[src/rtl/input_conditioner_pkg.sv]
// Shared constants and helpers for the input conditioner (package incond_pkg).
// The optional falling-edge output is built when INCOND_FALL_EDGE_EN is defined.
package incond_pkg;

    localparam int DEF_CHANNELS    = 4;
    localparam int DEF_SYNC_STAGES = 2;
    localparam int DEF_DB_CYCLES   = 16;

    // Width of a counter that must reach db_cycles-1 without wrapping.
    function automatic int cnt_w(input int db_cycles);
        return $clog2(db_cycles + 1);
    endfunction

endpackage

[src/rtl/input_conditioner_channel.sv]
// One conditioned input: synchronizer chain, debounce counter, level and edge pulses.
// The falling-edge pulse register exists only when INCOND_FALL_EDGE_EN is defined.
module debounce_channel
    import incond_pkg::*;
#(
    parameter int   SYNC_STAGES = DEF_SYNC_STAGES,
    parameter int   DB_CYCLES   = DEF_DB_CYCLES,
    parameter logic RESET_LEVEL = 1'b0
) (
    input  logic clk,
    input  logic rst_n,
    input  logic sig_in,
    output logic sig_sync,
    output logic sig_db,
    output logic rise_pulse
`ifdef INCOND_FALL_EDGE_EN
    ,
    output logic fall_pulse
`endif
);

    localparam int CW = cnt_w(DB_CYCLES);
    localparam logic [CW-1:0] CNT_MAX  = CW'(DB_CYCLES - 1);
    localparam logic [CW-1:0] CNT_ZERO = {CW{1'b0}};
    localparam logic [CW-1:0] CNT_ONE  = CW'(1);

    logic [SYNC_STAGES-1:0] sync_r;
    logic [CW-1:0]          cnt_r;
    logic [CW-1:0]          cnt_nxt_s;
    logic                   db_r;
    logic                   db_nxt_s;
    logic                   toggle_s;
    logic                   sync_last_s;
    logic                   rise_r;
`ifdef INCOND_FALL_EDGE_EN
    logic                   fall_r;
`endif

    assign sync_last_s = sync_r[SYNC_STAGES-1];

    // Synchronizer shift chain; bit 0 samples the raw pin.
    always_ff @(posedge clk or negedge rst_n) begin
        if (!rst_n) begin
            sync_r <= {SYNC_STAGES{RESET_LEVEL}};
        end else begin
            sync_r <= {sync_r[SYNC_STAGES-2:0], sig_in};
        end
    end

    // Debounce decision: any return to the held level discards progress.
    always_comb begin
        cnt_nxt_s = cnt_r;
        toggle_s  = 1'b0;
        if (sync_last_s == db_r) begin
            cnt_nxt_s = CNT_ZERO;
        end else if (cnt_r >= CNT_MAX) begin
            toggle_s  = 1'b1;
            cnt_nxt_s = CNT_ZERO;
        end else begin
            cnt_nxt_s = cnt_r + CNT_ONE;
        end
        db_nxt_s = db_r ^ toggle_s;
    end

    // Counter, accepted level and edge pulses, all updated together.
    always_ff @(posedge clk or negedge rst_n) begin
        if (!rst_n) begin
            cnt_r  <= CNT_ZERO;
            db_r   <= RESET_LEVEL;
            rise_r <= 1'b0;
`ifdef INCOND_FALL_EDGE_EN
            fall_r <= 1'b0;
`endif
        end else begin
            cnt_r  <= cnt_nxt_s;
            db_r   <= db_nxt_s;
            rise_r <= toggle_s & ~db_r;
`ifdef INCOND_FALL_EDGE_EN
            fall_r <= toggle_s & db_r;
`endif
        end
    end

    assign sig_sync   = sync_last_s;
    assign sig_db     = db_r;
    assign rise_pulse = rise_r;
`ifdef INCOND_FALL_EDGE_EN
    assign fall_pulse = fall_r;
`endif

endmodule

[src/rtl/input_conditioner.sv]
// Multi-channel synchronizer + debouncer for keypad and button pins.
// Define INCOND_FALL_EDGE_EN to add the fall_pulse output.
module input_conditioner
    import incond_pkg::*;
#(
    parameter int   CHANNELS    = DEF_CHANNELS,
    parameter int   SYNC_STAGES = DEF_SYNC_STAGES,
    parameter int   DB_CYCLES   = DEF_DB_CYCLES,
    parameter logic RESET_LEVEL = 1'b0
) (
    input  logic                clk,
    input  logic                rst_n,
    input  logic [CHANNELS-1:0] sig_in,
    output logic [CHANNELS-1:0] sig_sync,
    output logic [CHANNELS-1:0] sig_db,
    output logic [CHANNELS-1:0] rise_pulse
`ifdef INCOND_FALL_EDGE_EN
    ,
    output logic [CHANNELS-1:0] fall_pulse
`endif
);

    // Channels share nothing but clock and reset.
    for (genvar gi = 0; gi < CHANNELS; gi++) begin : g_ch
        debounce_channel #(
            .SYNC_STAGES (SYNC_STAGES),
            .DB_CYCLES   (DB_CYCLES),
            .RESET_LEVEL (RESET_LEVEL)
        ) u_ch (
            .clk        (clk),
            .rst_n      (rst_n),
            .sig_in     (sig_in[gi]),
            .sig_sync   (sig_sync[gi]),
            .sig_db     (sig_db[gi]),
            .rise_pulse (rise_pulse[gi])
`ifdef INCOND_FALL_EDGE_EN
            ,
            .fall_pulse (fall_pulse[gi])
`endif
        );
    end

endmodule
[config.mk]
export PLATFORM = sky130hd
export DESIGN_NAME = input_conditioner
export DESIGN_NICKNAME = d
export VERILOG_FILES = /design/src/rtl/input_conditioner_pkg.sv /design/src/rtl/input_conditioner_channel.sv /design/src/rtl/input_conditioner.sv
export SDC_FILE = /design/constraint.sdc
export NUM_CORES = 1
export LEC_CHECK = 0
export ABC_AREA = 1
export BUFFER_PORTS_ARGS = -buffer_cell sky130_fd_sc_hd__buf_2
export CORE_ASPECT_RATIO = 1.2
export CORE_MARGIN = 2
export CORE_UTILIZATION = 40
export CTS_BUF_LIST = sky130_fd_sc_hd__clkbuf_4 sky130_fd_sc_hd__clkbuf_8 sky130_fd_sc_hd__clkbuf_16
export DETAILED_ROUTE_END_ITERATION = 8
export GPL_ROUTABILITY_DRIVEN = 0
export SLEW_MARGIN = 15
export SYNTH_ARGS = -nofsm -noshare
export SYNTH_HDL_FRONTEND = slang
export SYNTH_HIERARCHICAL = 1
export SYNTH_SLANG_ARGS = --single-unit
[constraint.sdc]
create_clock -name clk -period 2.2 [get_ports clk]
set_input_delay 0.11 -clock clk [delete_from_list [all_inputs] [get_ports clk]]
set_output_delay 0.11 -clock clk [all_outputs]
set_load 0.005 [all_outputs]
## Yosys cells after proc, flatten, opt, wreduce, memory -nomap -nowiden

Index checks and enable logic that the tools add are counted.

| word-level totals | value |
|---|---|
| memory bits (writable) | 0 |
| bits in read-only memories | 0 |
| bits in latches | 0 |
| register bits after elaboration | 36 |
| memories kept | 0 |

| cells by class | value |
|---|---|
| muxes and demuxes | 16 |
| add/sub/neg operators | 4 |
| reduce and logical (&&, ||, !) cells | 0 |
| bitwise gates (word level) | 12 |
| shift operators | 0 |
| magnitude comparators | 4 |
| eq/ne operators | 4 |
| divide/modulo/power cells | 0 |
| $mul | 0 |

Operators by type and width:

| cell | number |
|---|---|
| $mux W5 | 8 |
| $add A5 B1 Y5 const B | 4 |
| $ge A5 B4 Y1 const B | 4 |
| $mux W1 | 8 |
| $and A1 B1 Y1 | 4 |
| $eq A1 B1 Y1 | 4 |
| $not A1 Y1 | 4 |
| $xor A1 B1 Y1 | 4 |

## Depth between registers and ports, before layout

Gate-level depths: netlist of the first run.

| depth | value |
|---|---|
| word-level depth | 4 |
| gate-level depth with buffers | 8 |

## By module

The synthesis of the first run kept the hierarchy.

Modules (own cells, without submodules):

| module | seq. area each (um^2) | area an instance (um^2) | cells an instance | times used |
|---|---|---|---|---|
| debounce_channel | 225.2 | 382.9 | 39 | 4 |

## Worst setup path after synthesis of the first run

No wires, ideal clock.

| timing | value |
|---|---|
| path kind | flip-flop to flip-flop |
| start | reg g_ch[0].u_ch.cnt_r[0] |
| end | reg (tool-made name) |
| data required time | 2.082 ns |
| arrival | 1.227 ns |
| cell stages (with the launch flop) | 9 |
| path slack | 0.856 ns |
| clock period less this slack | 1.344 ns |
| path through | dfrtp_1 -> ha_1 -> nand2_1 -> nor2_1 -> ha_1 -> nor2_1 -> nand2_2 -> nand2_2 -> nand2_1 |

RTL lines:

| item | line | RTL |
|---|---|---|
| start: declaration | input_conditioner_channel.sv:28 | `logic [CW-1:0] cnt_r;` |
| start signal: assignment | input_conditioner_channel.sv:75 | `cnt_r <= cnt_nxt_s;` |

## Final worst setup path of the first run

| timing | value |
|---|---|
| start | reg g_ch[0].u_ch.cnt_r[0] |
| end | reg g_ch[0].u_ch.cnt_r[1] |

| on the way | value |
|---|---|
| longest elaborated chain between the ends | 3 |
| elaborated cells on any way between the ends | 4 |

Ends and longest elaborated chain:

| item | line | RTL |
|---|---|---|
| $add A5 B1 Y5 / $ge A5 B4 Y1 (equally long branches) | input_conditioner_channel.sv:60, input_conditioner_channel.sv:56 |  |
| $mux W5 * | input_conditioner_channel.sv:56 | `end else if (cnt_r >= CNT_MAX) begin` |
| $mux W5 * | input_conditioner_channel.sv:54 | `if (sync_last_s == db_r) begin` |
| net g_ch[0].u_ch.cnt_nxt_s[1] | input_conditioner_channel.sv:29 | `logic [CW-1:0] cnt_nxt_s;` |

Mark *: on every way through the listed nets, which the timed path passes. The rest lies on a longest branch.

==> flow_summary.yaml, run 1 <==
logic_synthesis:
  synth_top_cell_by_area: "dfrtp_1"
  synth-main-ff-cell: "dfrtp_1"
  yosys.area.top_type_share_pct: 58.82
  synthArstFlopShare_pct: 100.0
  netlist_top_cells_count: "dfrtp_1, nand2_1, nor2_1, inv_1"
  ys_seq_area_share_pct: 58.82
  synth.distinct_cells: 10
  synth_edf_count: 0
  synth.area.top_cells: "dfrtp_1, nand2_1, nor2_1"
  syn_nets: 170
  synth_most_common_cell: "dfrtp_1"
  ys_warn_count: 6
  syn_area_um2: 1531
  syn_avg_cell_area_um2: 9.817
  synthCells: 156
  postSynthRegisterBits: 36
detailed_routing:
  routed_wl_um: 2283
  wire_per_inst_um: 9.715
  drt-pass1-iter-count: 3
  ant_nets: 0
  drtIter0Drc: 26
  drc: 0
  vias_per_cell: 4.472
  route.vias.total: 1051
timing:
  period_needed_ps: 1481
  fin_crit_sh_pct: 67.31
  final-setup-viol-count: 0
  worst_pin_slew_ps: 774.7
  finClkSkew_ps: 1.735
  hold_viol_final: 0
  fin_ws_ps: 719.3
  slew_viol_final: 0
  rsz0062_at_grt: "no"
  setup_tns_ps: 0
  max_freq_mhz: 675.3
  slew_headroom_pct: 48.35
worst_setup_path:
  r2r_start: "g_ch[0].u_ch/cnt_r[0]"
  crit_chain: "ha_1, nand2_1, nor2_1, ha_1, nor2_1, nand3_1, nor2_1"
  worst-path-buf-inv: 0
  r2r_slack_ps: 720
  critPathMaxFanout: 4
  critPathArrivalTime_ps: 1690
  reg2reg_depth: 7
  worstSetupPathType: "register to register"
  critical-path-max-stage-delay_ps: 420
  crit_top_cell: "nor2_1"
  startpoint_type: "register"
  crit_path_end_kind: "register"
  worst_ep_required_time_ps: 2410
  critPathSlowestCell: "dfrtp_1"
  timing.rr.end: "g_ch[0].u_ch/cnt_r[1]"
  cp_top_family: "simple AND/OR/NAND/NOR gates"
  crit_cells: 7
clocking:
  htree_levels: 2
  numClockSinks: 36
  clk_latency_ps: 280
  clk_pin_slew_ps: 60
  cts_made_buffers: 5
  cts_setup_buffers: 0
  cts_buffer_depth: 2
  cts_tree: "yes"
  cts_root_buf: "clkbuf_8"
power:
  cellPowerDensity_nw_per_um2: 659.9
  leakage_uw: 0.0009631
  ir_worst_vdd_mv: 0.3904
status:
  outcome: "complete, no violations"
hold_path:
  min_path_type: "register to register"
  whs_endpoint: "g_ch[1].u_ch/sync_r[1]"
  whs_path_depth: 0
  min-delay-start: "g_ch[1].u_ch/sync_r[0]"
job:
  maxCapViolCount: 0
finish:
  final_area_um2: 1800
  drive_gt1_share_pct: 22.95
  area_growth_syn_to_layout_pct: 17.57
  finalNetCount: 199
  diodes: 0
  final_core_util_pct: 49.15
  fillers: 373
grt:
  grt-ovfl-total: 0
  grt_pass1_vias: 1038
  grt_usage_pct: 13.43
  use_met2_pct: 22.71
  grt_pass1_wl_um: 4195
  grtUsageMet3_pct: 5.957
  top_usage_layer: "met2"
  grt_start_max_net_pins: 37
  antenna_found_initial: 0
  met1_usage_pct: 13.86
floorplan:
  die_x_um: 60.49
  ios: 18
  rows: 24
  start_util_pct: 41.80
  core_um2: 3664
  dieArea_um2: 4342
  dieHeight_um: 71.78
placement:
  placed_cell_area_um2: 1682
  portBuffers: 17
  dp_worst_setup_slack_ps: 708.2
  hpwlAfterDp_um: 1713
cells in the final DEF, fill, tap and decap left out:
cell type	n
nor2_1	28
nand2_1	28
nand4_2	4
dfrtp_1	36
ha_1	8
nor2_2	4
inv_1	20
dlygate4sd3_1	5
nand3_1	12
clkbuf_8	5
xnor2_1	4
buf_2	17
nand2_2	12
stage by stage:
stage               instances  hold WS, ps  power (µW)
global route              235        357.0        1263
CTS                       235        350.5        1213
detailed placement        225        219.7       795.4
finish                    235        348.2        1188
global placement          225        219.4       791.1
floorplan                 156       -185.6       762.1
final cells by class:
| cell class | count | area (µm²) | area share (%) |
|---|---|---|---|
| flip-flops and latches | 36 | 900.9 | 50.03 |
| multi-input cells | 100 | 555.5 | 30.85 |
| repair buffers | 22 | 135.1 | 7.505 |
| inverters | 20 | 75.07 | 4.170 |
| clock buffers | 5 | 68.82 | 3.822 |
| well taps | 52 | 65.06 | 3.614 |
per-layer routing:
layer | routed length, µm | part of all wire [%] | vias up
li1 | - | - | 535
met3 | 111 | 4.9 | 6
met2 | 1170 | 51 | 18
met1 | 944 | 41 | 492
met4 | 57 | 2.5 | 0
met5 | 0 | 0 | -
repair_timing:
item | in CTS | in global routing
resized for setup | 0 | 0
hold buffers | 5 | 0
hold endpoints to repair | 40 | 0
worst register-to-register path, cell delays in order, from the launching register on:
cell	delay [ps]
dfrtp_1	420
ha_1	240
nand2_1	80
nor2_1	50
ha_1	170
nor2_1	190
nand3_1	160
nor2_1	110
where the power goes:
group | leakage (µW) | internal, µW | total (µW) | switching (µW)
logic | 0.000453 | 33.2 | 73.9 | 40.7
clock network | 0.0000359 | 203 | 401 | 198
registers | 0.000474 | 688 | 713 | 25.0
cell families after synthesis:
logic type                 share of synthesized area, %
and+or+nand+nor                                   27.45
DFF                                               58.82
buffers and inverters                             4.902
adders and majority gates                         6.536
xor gates and xnor gates                          2.287
worst max path at each step:
stage                                startpoint               endpoint  slack, ps
after floorplan           g_ch[0].u_ch/cnt_r[0]               register        860
after global placement    g_ch[3].u_ch/cnt_r[0]  g_ch[3].u_ch/cnt_r[4]        750
after detailed placement  g_ch[1].u_ch/cnt_r[0]  g_ch[1].u_ch/cnt_r[2]        710
after CTS                 g_ch[1].u_ch/cnt_r[0]  g_ch[1].u_ch/cnt_r[2]        700
after global routing      g_ch[1].u_ch/cnt_r[0]  g_ch[1].u_ch/cnt_r[2]        530
final                     g_ch[0].u_ch/cnt_r[0]  g_ch[0].u_ch/cnt_r[1]        720
(Power assumes the default switching activity.)
==> run 2, diff against run 1 <==
- clock period: 2.2 -> 1.33 ns (I/O delays scaled with it)
==> run 2 against run 1 <==
  * Clock skew increased by 2.3 ps
  * Critical path depth rose by 1
  * Global-route usage grew 0.70 points
  * Register-to-register slack got worse by 690 ps
  * Total power rose by 130%
  * Via count rose by 10%
  * Sequential power is 64% higher
  * Clock-buffer cell count unchanged
==> flow_summary.yaml, run 2 (same netlist as run 1, synthesis figures left out) <==
timing:
  fin_crit_sh_pct: 97.85
  fin_ws_ps: 28.58
  slew_headroom_pct: 71.17
  slew_viol_final: 0
  setup_tns_ps: 0
  worst_pin_slew_ps: 432.4
  fin_hold_ws_ps: 331.8
  final-setup-viol-count: 0
  period_needed_ps: 1301
  finClkSkew_ps: 4.007
  max_freq_mhz: 768.4
  rsz0062_at_grt: "yes"
  hold_viol_final: 0
power:
  switching_share_pct: 19.10
  cellPowerDensity_nw_per_um2: 1272
  ir_worst_vdd_mv: 0.8247
  power_frac_clock_pct: 49.1
  internal_power_uw: 2182
  power_frac_comb_pct: 7.5
  p_seq_share_pct: 43.4
  p_total_uw: 2698
  p_switching_uw: 515.4
  leakage_uw: 0.001112
placement:
  hpwlAfterDp_um: 1822
  dp_worst_setup_slack_ps: -44.88
  portBuffers: 17
finish:
  final_core_util_pct: 57.89
  drive_gt1_share_pct: 42.16
  diodes: 0
  finalNetCount: 217
  layout_commonest_cell: "dfrtp_1"
  final_cell_mix: "dfrtp_1, nand2_1, inv_1"
  area_growth_syn_to_layout_pct: 38.48
detailed_routing:
  ant_nets: 0
  drtIter0Drc: 14
  routed_wl_um: 2587
  wire_per_inst_um: 10.11
  vias_per_cell: 4.516
  route.vias.total: 1156
  drc: 0
  drt-pass1-iter-count: 4
worst_setup_path:
  crit_path_end_kind: "register"
  critPathSlowestCell: "dfrtp_1"
  crit_top_cell: "nand2_2"
  startpoint_type: "register"
  crit_chain: "ha_2, nand2_1, nor2_1, ha_2, nor2_4, nand2_2, nand2_2, nand2_2"
  worstSetupPathType: "register to register"
  reg2reg_depth: 8
  r2r_slack_ps: 30
  critical-path-max-stage-delay_ps: 400
  critPathMaxFanout: 3
  critPathArrivalTime_ps: 1480
  worst_ep_required_time_ps: 1510
clocking:
  clk_pin_slew_ps: 70
  cts_tree: "yes"
  cts_root_buf: "clkbuf_8"
  cts_made_buffers: 5
  htree_levels: 2
  clk_latency_ps: 290
  cts_buffer_depth: 2
  numClockSinks: 36
job:
  maxCapViolCount: 0
status:
  outcome: "complete, no violations"
floorplan:
  rows: 24
  start_util_pct: 41.80
  core_um2: 3664
  dieArea_um2: 4342
  ios: 18
  die_x_um: 60.49
  dieHeight_um: 71.78
grt:
  antenna_found_initial: 0
  grt-ovfl-total: 0
  grt_start_max_net_pins: 37
  grt_pass1_vias: 1145
  grt_pass1_wl_um: 4574
  grt_usage_pct: 14.14
hold_path:
  min_path_type: "input port to async pin"
run 2: changes by cell type in the layout (fill, tap and decap cells not counted):
| cell | previous run | this run |
|---|---|---|
| buf_4 | 0 | 18 |
| nand3_1 | 12 | 8 |
| ha_2 | 0 | 8 |
| ha_1 | 8 | 0 |
| nor2_4 | 0 | 4 |
| nand3_2 | 0 | 3 |
| nand2_1 | 28 | 26 |
| nand3_4 | 0 | 1 |
| nor2_1 | 28 | 19 |
| bufinv_16 | 0 | 3 |
| nand2_2 | 12 | 14 |
| nor2_2 | 4 | 9 |
run 2: final timing paths:
path / startpoint / end
setup / recovery: g_ch[3].u_ch/cnt_r[1] / register
hold / removal: rst_n / g_ch[1].u_ch/sync_r[1]
setup reg to reg: g_ch[3].u_ch/cnt_r[1] / register
hold reg to reg: g_ch[1].u_ch/sync_r[0] / g_ch[1].u_ch/sync_r[1]
max in group asynchronous: rst_n / g_ch[3].u_ch/sync_r[0]
min in group clk: g_ch[1].u_ch/sync_r[0] / g_ch[1].u_ch/sync_r[1]
run 2: area by class of cell:
cell class	count	area (µm²)
multi-input cells	100	650.6
repair buffers	40	270.3
inverters	20	75.07
fillers	321	1543
clock buffers	5	68.82
well taps	52	65.06
clock inverters	3	90.09
flip-flops and latches	36	900.9
run 2: per-stage QoR:
step	instance area [µm²]	cells
final	2121	256
after detailed placement	1782	237
after floorplan	1541	156
after global placement	1782	237
after global routing	2121	256
after CTS	2068	254
run 2: power by group through the flow:
| stage | logic (µW) | registers (µW) | clock network (µW) |
|---|---|---|---|
| CTS | 196 | 1170 | 1360 |
| global route | 233 | 1170 | 1400 |
| floorplan | 67.0 | 1190 | 0 |
| finish | 203 | 1170 | 1320 |
| detailed placement | 165 | 1190 | 0 |
| global placement | 161 | 1190 | 0 |
run 2: timing repair:
item | in CTS | in global routing
gates resized for setup | 13 | 11
endpoints found under the setup margin | 18 | 22
pin swaps | 8 | 16
hold endpoints to repair | 40 | 0
setup buffers | 4 | 2
gates cloned | 0 | 0
hold buffers | 5 | 0
run 2: worst max-delay path, delay by kind of cell, from the launching register on:
family	cells	cell delay [ps]
simple gates	6	440
fa+ha+maj	2	370
flops	1	400
run 2: routing by layer:
metal	part of all wire [%]	GRT usage, %	up-vias
li1	-	-	574
met1	41	15.30	548
met2	53	24.64	28
met3	4.7	4.874	6
met4	1.4	5.797	0
met5	0	0	-
